--- src/rtl/link_control.sv ---
// link_control: per-frame sequencing FSM for the player character datapath, collision detector and map drawer.
// Optional feature: define LINK_CONTROL_WATCHDOG_EN for per-state timeouts and a sticky watchdog_fired output.
module link_control #(
  parameter int unsigned FRAME_CYCLES = 833333,
  parameter int unsigned CNT_W        = 20
) (
  input  logic        clock,
  input  logic        reset,
  input  logic        start,
  input  logic        collision_done,
  input  logic        map_draw_done,
  input  logic        link_draw_done,
  input  logic [2:0]  hp,
  output logic        init,
  output logic        idle,
  output logic        reg_action,
  output logic        check_collision,
  output logic        apply_action,
  output logic        draw_map,
  output logic        draw,
  output logic        game_over,
  output logic        frame_overrun,
`ifdef LINK_CONTROL_WATCHDOG_EN
  output logic        watchdog_fired,
`endif
  output logic [15:0] frame_count
);

  typedef enum logic [3:0] {
    S_INIT, S_WAIT, S_IDLE, S_REG, S_COLLIDE,
    S_APPLY, S_DRAW_MAP, S_DRAW_LINK, S_OVER
  } state_t;

  localparam logic [CNT_W-1:0] LAST = CNT_W'(FRAME_CYCLES - 1);

  state_t           state, state_next;
  logic [CNT_W-1:0] tick_cnt;
  logic             tick;
  logic             wd_timeout;
  logic             busy;

  // Frame pacing runs independently of the FSM so frame boundaries stay periodic.
  assign tick = (tick_cnt == LAST);

  always_ff @(posedge clock) begin
    // NOTE: non-blocking assignments so every register samples pre-edge values.
    if (reset || tick) tick_cnt <= '0;
    else               tick_cnt <= tick_cnt + CNT_W'(1);
  end

  always_ff @(posedge clock) begin
    if (reset) state <= S_INIT;
    else       state <= state_next;
  end

`ifdef LINK_CONTROL_WATCHDOG_EN
  logic [CNT_W-1:0] wd_cnt;
  logic             wd_fire;

  // Dwell counter restarts whenever the FSM changes state.
  always_ff @(posedge clock) begin
    if (reset || state_next != state) wd_cnt <= '0;
    else                              wd_cnt <= wd_cnt + CNT_W'(1);
  end

  assign wd_timeout = (wd_cnt == LAST);
  assign wd_fire    = wd_timeout &&
                      ((state == S_COLLIDE   && !collision_done) ||
                       (state == S_DRAW_MAP  && !map_draw_done)  ||
                       (state == S_DRAW_LINK && !link_draw_done));

  always_ff @(posedge clock) begin
    if (reset || state == S_INIT) watchdog_fired <= 1'b0;
    else if (wd_fire)             watchdog_fired <= 1'b1;
  end
`else
  assign wd_timeout = 1'b0;
`endif

  always_comb begin
    // NOTE: default assignment first so no path leaves state_next unassigned (no latch).
    state_next = state;
    case (state)
      S_INIT:      state_next = S_WAIT;
      S_WAIT:      if (start) state_next = S_IDLE;
      S_IDLE:      if (tick) state_next = S_REG;
      S_REG:       state_next = S_COLLIDE;
      S_COLLIDE:   if (collision_done || wd_timeout) state_next = S_APPLY;
      S_APPLY:     state_next = (hp == 3'd0) ? S_OVER : S_DRAW_MAP;
      S_DRAW_MAP:  if (map_draw_done || wd_timeout) state_next = S_DRAW_LINK;
      S_DRAW_LINK: if (link_draw_done || wd_timeout) state_next = S_IDLE;
      S_OVER:      if (start) state_next = S_INIT;
      default:     state_next = S_INIT;
    endcase
  end

  // A tick is only expected while idle; outside IDLE/WAIT/OVER it is dropped and flagged.
  assign busy = !(state inside {S_IDLE, S_WAIT, S_OVER});

  always_ff @(posedge clock) begin
    if (reset || state == S_INIT) begin
      frame_overrun <= 1'b0;
      frame_count   <= '0;
    end else begin
      if (tick && busy) frame_overrun <= 1'b1;
      if (state == S_DRAW_LINK && state_next == S_IDLE) frame_count <= frame_count + 16'd1;
    end
  end

  always_comb begin
    {init, idle, reg_action, check_collision, apply_action, draw_map, draw, game_over} = '0;
    case (state)
      S_INIT:      init            = 1'b1;
      S_IDLE:      idle            = 1'b1;
      S_REG:       reg_action      = 1'b1;
      S_COLLIDE:   check_collision = 1'b1;
      S_APPLY:     apply_action    = 1'b1;
      S_DRAW_MAP:  draw_map        = 1'b1;
      S_DRAW_LINK: draw            = 1'b1;
      S_OVER:      game_over       = 1'b1;
      default:     ;
    endcase
  end

endmodule

--- config.mk ---
export PLATFORM = sky130hd
export DESIGN_NAME = link_control
export DESIGN_NICKNAME = d
export VERILOG_FILES = /design/src/rtl/link_control.sv
export SDC_FILE = /design/constraint.sdc
export NUM_CORES = 1
export LEC_CHECK = 0
export ABC_AREA = 1
export CORE_ASPECT_RATIO = 1.2
export CORE_UTILIZATION = 49
export CTS_CLUSTER_SIZE = 16
export DETAILED_ROUTE_END_ITERATION = 10
export PLACE_DENSITY = 0.76
export SYNTH_ARGS = -nofsm -noshare
export SYNTH_HDL_FRONTEND = slang
export SYNTH_SLANG_ARGS = --single-unit
--- constraint.sdc ---
create_clock -name clock -period 1.5 [get_ports clock]
set_input_delay 0.3 -clock clock [delete_from_list [all_inputs] [get_ports clock]]
set_output_delay 0.3 -clock clock [all_outputs]
set_load 0.01 [all_outputs]
==> summary.txt, run 1 <==
Status
  – Status: complete, but fails checks
  – Violated checks: negative setup slack

Global route
  – Global-route wire length before repair: 10,300 um
  – GRT Util Overall: 26.1%
  – Number of global-route vias before repair: 2,455
  – Grt total ovfl: 0
  – Largest net degree at the start of global routing: 13
  – Antenna violations before repair: 0

Timing
  – Max-slew violation count: 0
  – Max Clk Rate: 633 MHz
  – Setup-failing EPs final: 18
  – Final Hold Viols: 0
  – Worst slew pin tran: 0.368 ns
  – RSZ-0062 raised after global routing: true
  – Clk_skew: 0.00739 ns
  – Sum Neg Setup Slack: -1.07 ns
  – Period utilization: 105%
  – Final WS setup: -0.0795 ns
  – Relative slew slack: 75.3%
  – Minimum clock period: 1.58 ns

Setup path
  – CP arrival: 1.81 ns
  – Critical path's slowest cell: dfxtp_4
  – Worst EP required: 1.73 ns
  – Worst Setup End Kind: register
  – Buf/Inv on CP: 3
  – Critical path class: reg2reg
  – Crit path largest cell delay: 0.36 ns
  – Largest fanout on the critical path: 8
  – Crit path max-delay family: simple AND/OR/NAND/NOR gates
  – Worst setup SP type: register
  – Cell breakdown of the critical path: buf_6 > nand2_8 > nor2_4 > buf_6 > a21oi_4 > nand2_2 > nor2_4 > buf_12 > nand2_1 > a21oi_2
  – Critical Path Stages: 10
  – Register-to-register setup slack: -0.08 ns
  – Reg2Reg Depth: 10

Logic synthesis
  – Mean Syn Cell Area: 6.48 um^2
  – Mapped Area: 0.00234 mm^2
  – Synth Warn #: 0
  – Gate Count Post-Synth: 361
  – Seq/Total Area, Yosys: 35.1%
  – Mapped Nets: 373
  – Number of unique standard cell types used by synthesis: 29
  – Synth Register Bits: 41

Power and ir drop
  – Power per cell area: 696 mW/mm^2
  – LEAKAGE: 1.44 nW
  – Peak supply drop: 0.000376 V

Drt
  – DRT Pass-1 Iters: 4
  – DRC: 0
  – Uppermost layer routed: met4
  – Via/cell ratio: 5.24
  – Met2 Wirelength: 3790 um
  – Drt total wl: 6900 um
  – DR vias: 2,612
  – M1 wire length: 2690 um
  – Wire per inst: 13.9 um
  – Met3 wire len: 267 um
  – DRT iter0 DRCs: 139
  – Final ANT Viol Nets: 0

Clocking
  – Worst-case clock buffer depth: 2
  – Hold_buf cts: 0
  – TritonCTS clock tree: yes
  – H-tree depth: 2
  – Reg clk slew, reported paths: 0.08 ns
  – Clk_lat worst skew: 0.30 ns
  – Num Clock Sinks: 41
  – Cts bufs inserted: 5
  – Clock root cell: clkbuf_8

Final layout
  – # fillers: 359
  – Synth-to-layout area growth: 45.1%
  – Ant diodes: 0
  – Share of post-route cells with drive strength above 1: 30.2%
  – Multi-input combinational cell area: 0.00153 mm^2
  – Fin util: 73.9%
  – Nets@finish: 451
  – Design area: 0.00340 mm^2
  – Register area: 852 um^2

Placement
  – Placed inst area: 0.00297 mm^2
  – Final Wtd Congestion: 0.888
  – Post-DP HPWL: 4450 um
  – I/O Buffers: 33

Min path
  – HP Class: reg2reg
  – WHS Path Cells: 1

Floorplan
  – IO Count: 34
  – Row count: 27
  – Total Die Area: 0.00506 mm^2
  – Horiz. Die Dim: 65.1 um
  – Initial core utilization: 51.0%
  – CORE AREA: 0.00459 mm^2
  – Die height: 77.7 um

Run
  – Max cap viols: 0
[worst reg2reg max path, stage by stage, from the launching register on]
cell     delay (ns)
dfxtp_4        0.36
buf_6          0.13
nand2_8        0.07
nor2_4         0.04
buf_6          0.12
a21oi_4        0.18
nand2_2        0.09
nor2_4         0.18
buf_12         0.16
nand2_1        0.07
a21oi_2        0.12
[state kept, by name, indices dropped and copies added (netlist names)]
signal         flops
tick_cnt          20
frame_count       16
state              4
frame_overrun      1
[Yosys cell counts]
cell type	n	share of area [%]
a21oi_1	29	6.2
a21oi_2	2	0.75
a21oi_4	1	0.70
a32oi_1	1	0.37
buf_2	1	0.21
buf_4	2	0.64
buf_6	1	0.48
dfxtp_1	41	35
ha_1	3	1.6
inv_1	43	6.9
inv_2	2	0.32
nand2_1	108	17
nand2_2	4	1.1
nand3_1	20	4.3
nand3_4	1	0.75
nand4_1	7	1.9
nor2_1	53	8.5
nor2_2	2	0.53
nor2_4	2	0.96
nor3_1	10	2.1
nor3_2	2	0.86
nor3b_1	1	0.32
o21ai_0	6	1.3
o21bai_2	1	0.48
o2bb2ai_1	1	0.37
or2_0	1	0.27
or2_2	2	0.53
xnor2_1	11	4.1
xor2_1	3	1.1
[routing by layer]
metal / GRT usage (%) / vias to the layer above
li1: - / 1298
met1: 27.7 / 1223
met2: 49.3 / 73
met3: 5.00 / 18
met4: 9.78 / 0
met5: 0 / -
[cell usage in the layout, fill, tap and decap left out, drive strengths merged]
cell type	n
or2	3
dlygate4sd2	15
nor2	57
clkdlybuf4s50	8
nand3	22
xnor2	11
nand2	112
dfxtp	41
clkdlybuf4s15	1
buf	47
o21ai	6
nor3	12
a21oi	32
o21bai	1
clkbuf	8
a32oi	1
ha	3
dlymetal6s2s	2
clkinv	1
inv	45
xor2	3
nor3b	1
nand4	7
o2bb2ai	1
[worst paths after layout]
| path | start | endpoint |
|---|---|---|
| setup / recovery | state[2]$_SDFF_PP0_ | frame_count[7]$_SDFFE_PP0P_ |
| hold / removal | tick_cnt[0]$_SDFF_PP0_ | tick_cnt[0]$_SDFF_PP0_ |
| hold reg to reg | tick_cnt[0]$_SDFF_PP0_ | tick_cnt[0]$_SDFF_PP0_ |
| setup reg to reg | state[2]$_SDFF_PP0_ | frame_count[7]$_SDFFE_PP0P_ |
[cells by family after synthesis]
kind of cell | synth area share, %
compound gates | 10.2
xor+xnor | 5.24
fa+ha+maj | 1.60
buf+inv | 8.55
flops | 35.1
simple gates | 39.4
[area by class of cell]
| cell class | instances | area share [%] |
|---|---|---|
| inverter | 45 | 5.12 |
| clock buffer | 7 | 2.84 |
| timing repair buffer | 74 | 19.6 |
| clock inverter | 1 | 0.147 |
| multi-input combinational | 272 | 45.1 |
| sequential | 41 | 25.1 |
| tap | 58 | 2.14 |
[power by group]
part	internal (W)	switching [W]	total [W]
clock network	0.000416	0.000400	0.000817
registers	0.00111	0.0000231	0.00113
logic	0.000197	0.000220	0.000418
total	0.00172	0.000644	0.00236
[repair_timing]
item | CTS | global route
buffers inserted | 3 | 3
endpoints found under the hold margin | 0 | 0
resized for setup | 83 | 59
endpoints found under the setup margin | 39 | 41
pin swaps | 9 | 15
gates cloned | 2 | 2
[per-stage QoR]
| step | cells | hold WS (ns) | power [W] | setup WS (ns) |
|---|---|---|---|---|
| after floorplan | 361 | 0.369 | 0.00131 | 0.0206 |
| after global placement | 480 | 0.445 | 0.00146 | -0.251 |
| after detailed placement | 480 | 0.449 | 0.00146 | -0.280 |
| after CTS | 493 | 0.466 | 0.00230 | -0.0146 |
| after global routing | 498 | 0.462 | 0.00244 | -0.140 |
| final | 498 | 0.438 | 0.00236 | -0.0795 |
Note: power is estimated with default switching activity, not from simulation.
==> run 2, diff against run 1 <==
--- a/config.mk
+++ b/config.mk
@@ -7,10 +7,11 @@
 export LEC_CHECK = 0
 export ABC_AREA = 1
 export CORE_ASPECT_RATIO = 1.2
-export CORE_UTILIZATION = 49
+export CORE_UTILIZATION = 54
+export CTS_CLUSTER_DIAMETER = 100
 export CTS_CLUSTER_SIZE = 16
 export DETAILED_ROUTE_END_ITERATION = 10
-export PLACE_DENSITY = 0.76
+export PLACE_DENSITY = 0.79
 export SYNTH_ARGS = -nofsm -noshare
 export SYNTH_HDL_FRONTEND = slang
 export SYNTH_SLANG_ARGS = --single-unit
==> constraint.sdc (replaced) <==
create_clock -name clock -period 1.8 [get_ports clock]
set_input_delay 0.36 -clock clock [delete_from_list [all_inputs] [get_ports clock]]
set_output_delay 0.36 -clock clock [all_outputs]
set_load 0.01 [all_outputs]
==> run 2 against run 1 <==
Effect of this change: power is 25% lower; clock skew is 0.0027 ns lower; die area is 9.0% lower; sequential power is 16% lower; global-route usage is 1.0 points lower; largest power group unchanged; the run now ends clean; first-iteration DRC count is 12% higher; hold slack better by 0.022 ns; clock power is 27% lower; routed wire length is 19% lower; clock-buffer cell count is 1 lower; sequential share of layout area is 3.2 points higher.
==> summary.txt, run 2 (synthesis gave the netlist of run 1 again) <==
Status
  – Status: complete, no violations

Floorplan
  – Horiz. Die Dim: 62.1 um
  – Total Die Area: 0.00460 mm^2
  – Initial core utilization: 58.0%
  – Row count: 25
  – Die height: 74.1 um
  – IO Count: 34
  – CORE AREA: 0.00404 mm^2

Timing
  – Max-slew violation count: 0
  – Period utilization: 93.5%
  – Setup-failing EPs final: 0
  – Final WS setup: 0.118 ns
  – RSZ-0062 raised after global routing: false
  – Clk_skew: 0.00468 ns
  – Max Clk Rate: 594 MHz
  – Worst slew pin tran: 0.571 ns
  – Final Hold Viols: 0
  – Relative slew slack: 61.9%
  – Minimum clock period: 1.68 ns

Clocking
  – H-tree depth: 2
  – TritonCTS clock tree: yes
  – Worst-case clock buffer depth: 2
  – Reg clk slew, reported paths: 0.08 ns
  – Clock root cell: clkbuf_8
  – Clk_lat worst skew: 0.29 ns
  – Cts bufs inserted: 5
  – Num Clock Sinks: 41

Placement
  – I/O Buffers: 33
  – Post-DP HPWL: 4240 um
  – Dpl ws: -0.0754 ns
  – Final Wtd Congestion: 0.926

Final layout
  – Share of post-route cells with drive strength above 1: 11.2%
  – Most frequent cells in the layout: nand2_1 (108), nor2_1 (50), inv_1 (43), dfxtp_1 (37), a21oi_1 (29)
  – Most flops, register: tick_cnt
  – Synth-to-layout area growth: 24.9%
  – Top Registers: tick_cnt: 20 flops, frame_count: 16 flops, state: 4 flops
  – Max reg flops: 20
  – Ant diodes: 0
  – Commonest non-fill, non-tap cell in the layout: nand2_1
  – Nets@finish: 421

Power and ir drop
  – Switching pwr: 0.000473 W
  – Sw frac: 26.9%
  – Combinational group share of total power: 12.5%
  – LEAKAGE: 1.09 nW
  – Power Total: 0.00176 W
  – Seq pwr share: 53.8%
  – Clk network pwr share: 33.7%
  – Power per cell area: 603 mW/mm^2
  – Cell internal pwr: 0.00129 W
  – Peak supply drop: 0.000524 V

Run
  – Max cap viols: 0

Global route
  – Largest net degree at the start of global routing: 18
  – Global-route wire length before repair: 9040 um
  – Grt total ovfl: 0
  – Antenna violations before repair: 0
  – GRT Util Overall: 25.0%
  – Number of global-route vias before repair: 2,035

Setup path
  – Worst Setup End Kind: output pin
  – CP arrival: 1.32 ns
  – Largest fanout on the critical path: 5
  – Critical path class: reg2out
  – Worst EP required: 1.44 ns
  – Worst setup SP type: register
  – Critical path's slowest cell: clkdlybuf4s50_1
  – Crit path max-delay family: buffers and inverters
  – Buf/Inv on CP: 1
  – Crit path largest cell delay: 0.58 ns
  – Cell breakdown of the critical path: clkdlybuf4s50_1

Drt
  – DRT Pass-1 Iters: 4
  – Wire per inst: 12.1 um
  – Drt total wl: 5600 um
  – DR vias: 2,374
  – DRC: 0
  – DRT iter0 DRCs: 156
  – Via/cell ratio: 5.12
  – Final ANT Viol Nets: 0

Min path
  – HP Class: reg2reg
[run 2: metrics by stage]
step / TNS, ns / instance area [um^2] / hold WS, ns / utilization, % / instances
3_3_place_gp: -0.0391 / 2810 / 0.444 / 69.6 / 454
5_1_grt: 0 / 2920 / 0.491 / 72.4 / 464
2_1_floorplan: 0 / 2340 / 0.429 / - / 361
6_report: 0 / 2920 / 0.460 / 72.4 / 464
3_5_place_dp: -0.788 / 2810 / 0.450 / 69.6 / 454
4_1_cts: 0 / 2920 / 0.461 / 72.3 / 464
[run 2: layout make-up]
| cell class | instances | area, um^2 |
|---|---|---|
| well taps | 54 | 67.6 |
| multi-input cells | 271 | 1340 |
| fillers | 356 | 1110 |
| repair buffers | 45 | 432 |
| clock inverters | 2 | 10.0 |
| flip-flops and latches | 41 | 828 |
| inverters | 45 | 169 |
| clock buffers | 6 | 72.6 |
[run 2: worst paths after layout]
| kind | from | endpoint | slack [ns] | cells after the start |
|---|---|---|---|---|
| max | frame_count[10]$_SDFFE_PP0P_ | frame_count[10] | 0.12 | 1 |
| min | tick_cnt[19]$_SDFF_PP0_ | tick_cnt[19]$_SDFF_PP0_ | 0.46 | 2 |
| max reg2reg | state[3]$_SDFF_PP0_ | frame_count[7]$_SDFFE_PP0P_ | 0.20 | 10 |
| min reg2reg | tick_cnt[19]$_SDFF_PP0_ | tick_cnt[19]$_SDFF_PP0_ | 0.46 | 2 |
[run 2: metal layers]
layer	track usage [%]	share of wire, %	routed length (um)	vias up
li1	-	-	-	1238
met1	29.2	43	2400	1070
met2	47.3	52	2920	62
met3	5.21	4.2	236	4
met5	0	0	0	-
met4	6.20	0.64	36	0
[run 2: what timing repair did]
action | in CTS | in global routing
setup endpoints to repair | 8 | 3
pin swaps | 2 | 0
gates cloned | 0 | 0
gates resized for setup | 16 | 5
setup buffers | 2 | 0
hold buffers | 0 | 0
[run 2: power groups by stage]
stage / clock, W / combinational, W / sequential [W]
after detailed placement: 0 / 0.000213 / 0.000960
final: 0.000594 / 0.000220 / 0.000947
after global placement: 0 / 0.000209 / 0.000960
after global routing: 0.000633 / 0.000247 / 0.000950
after floorplan: 0 / 0.000132 / 0.000956
after CTS: 0.000603 / 0.000221 / 0.000947
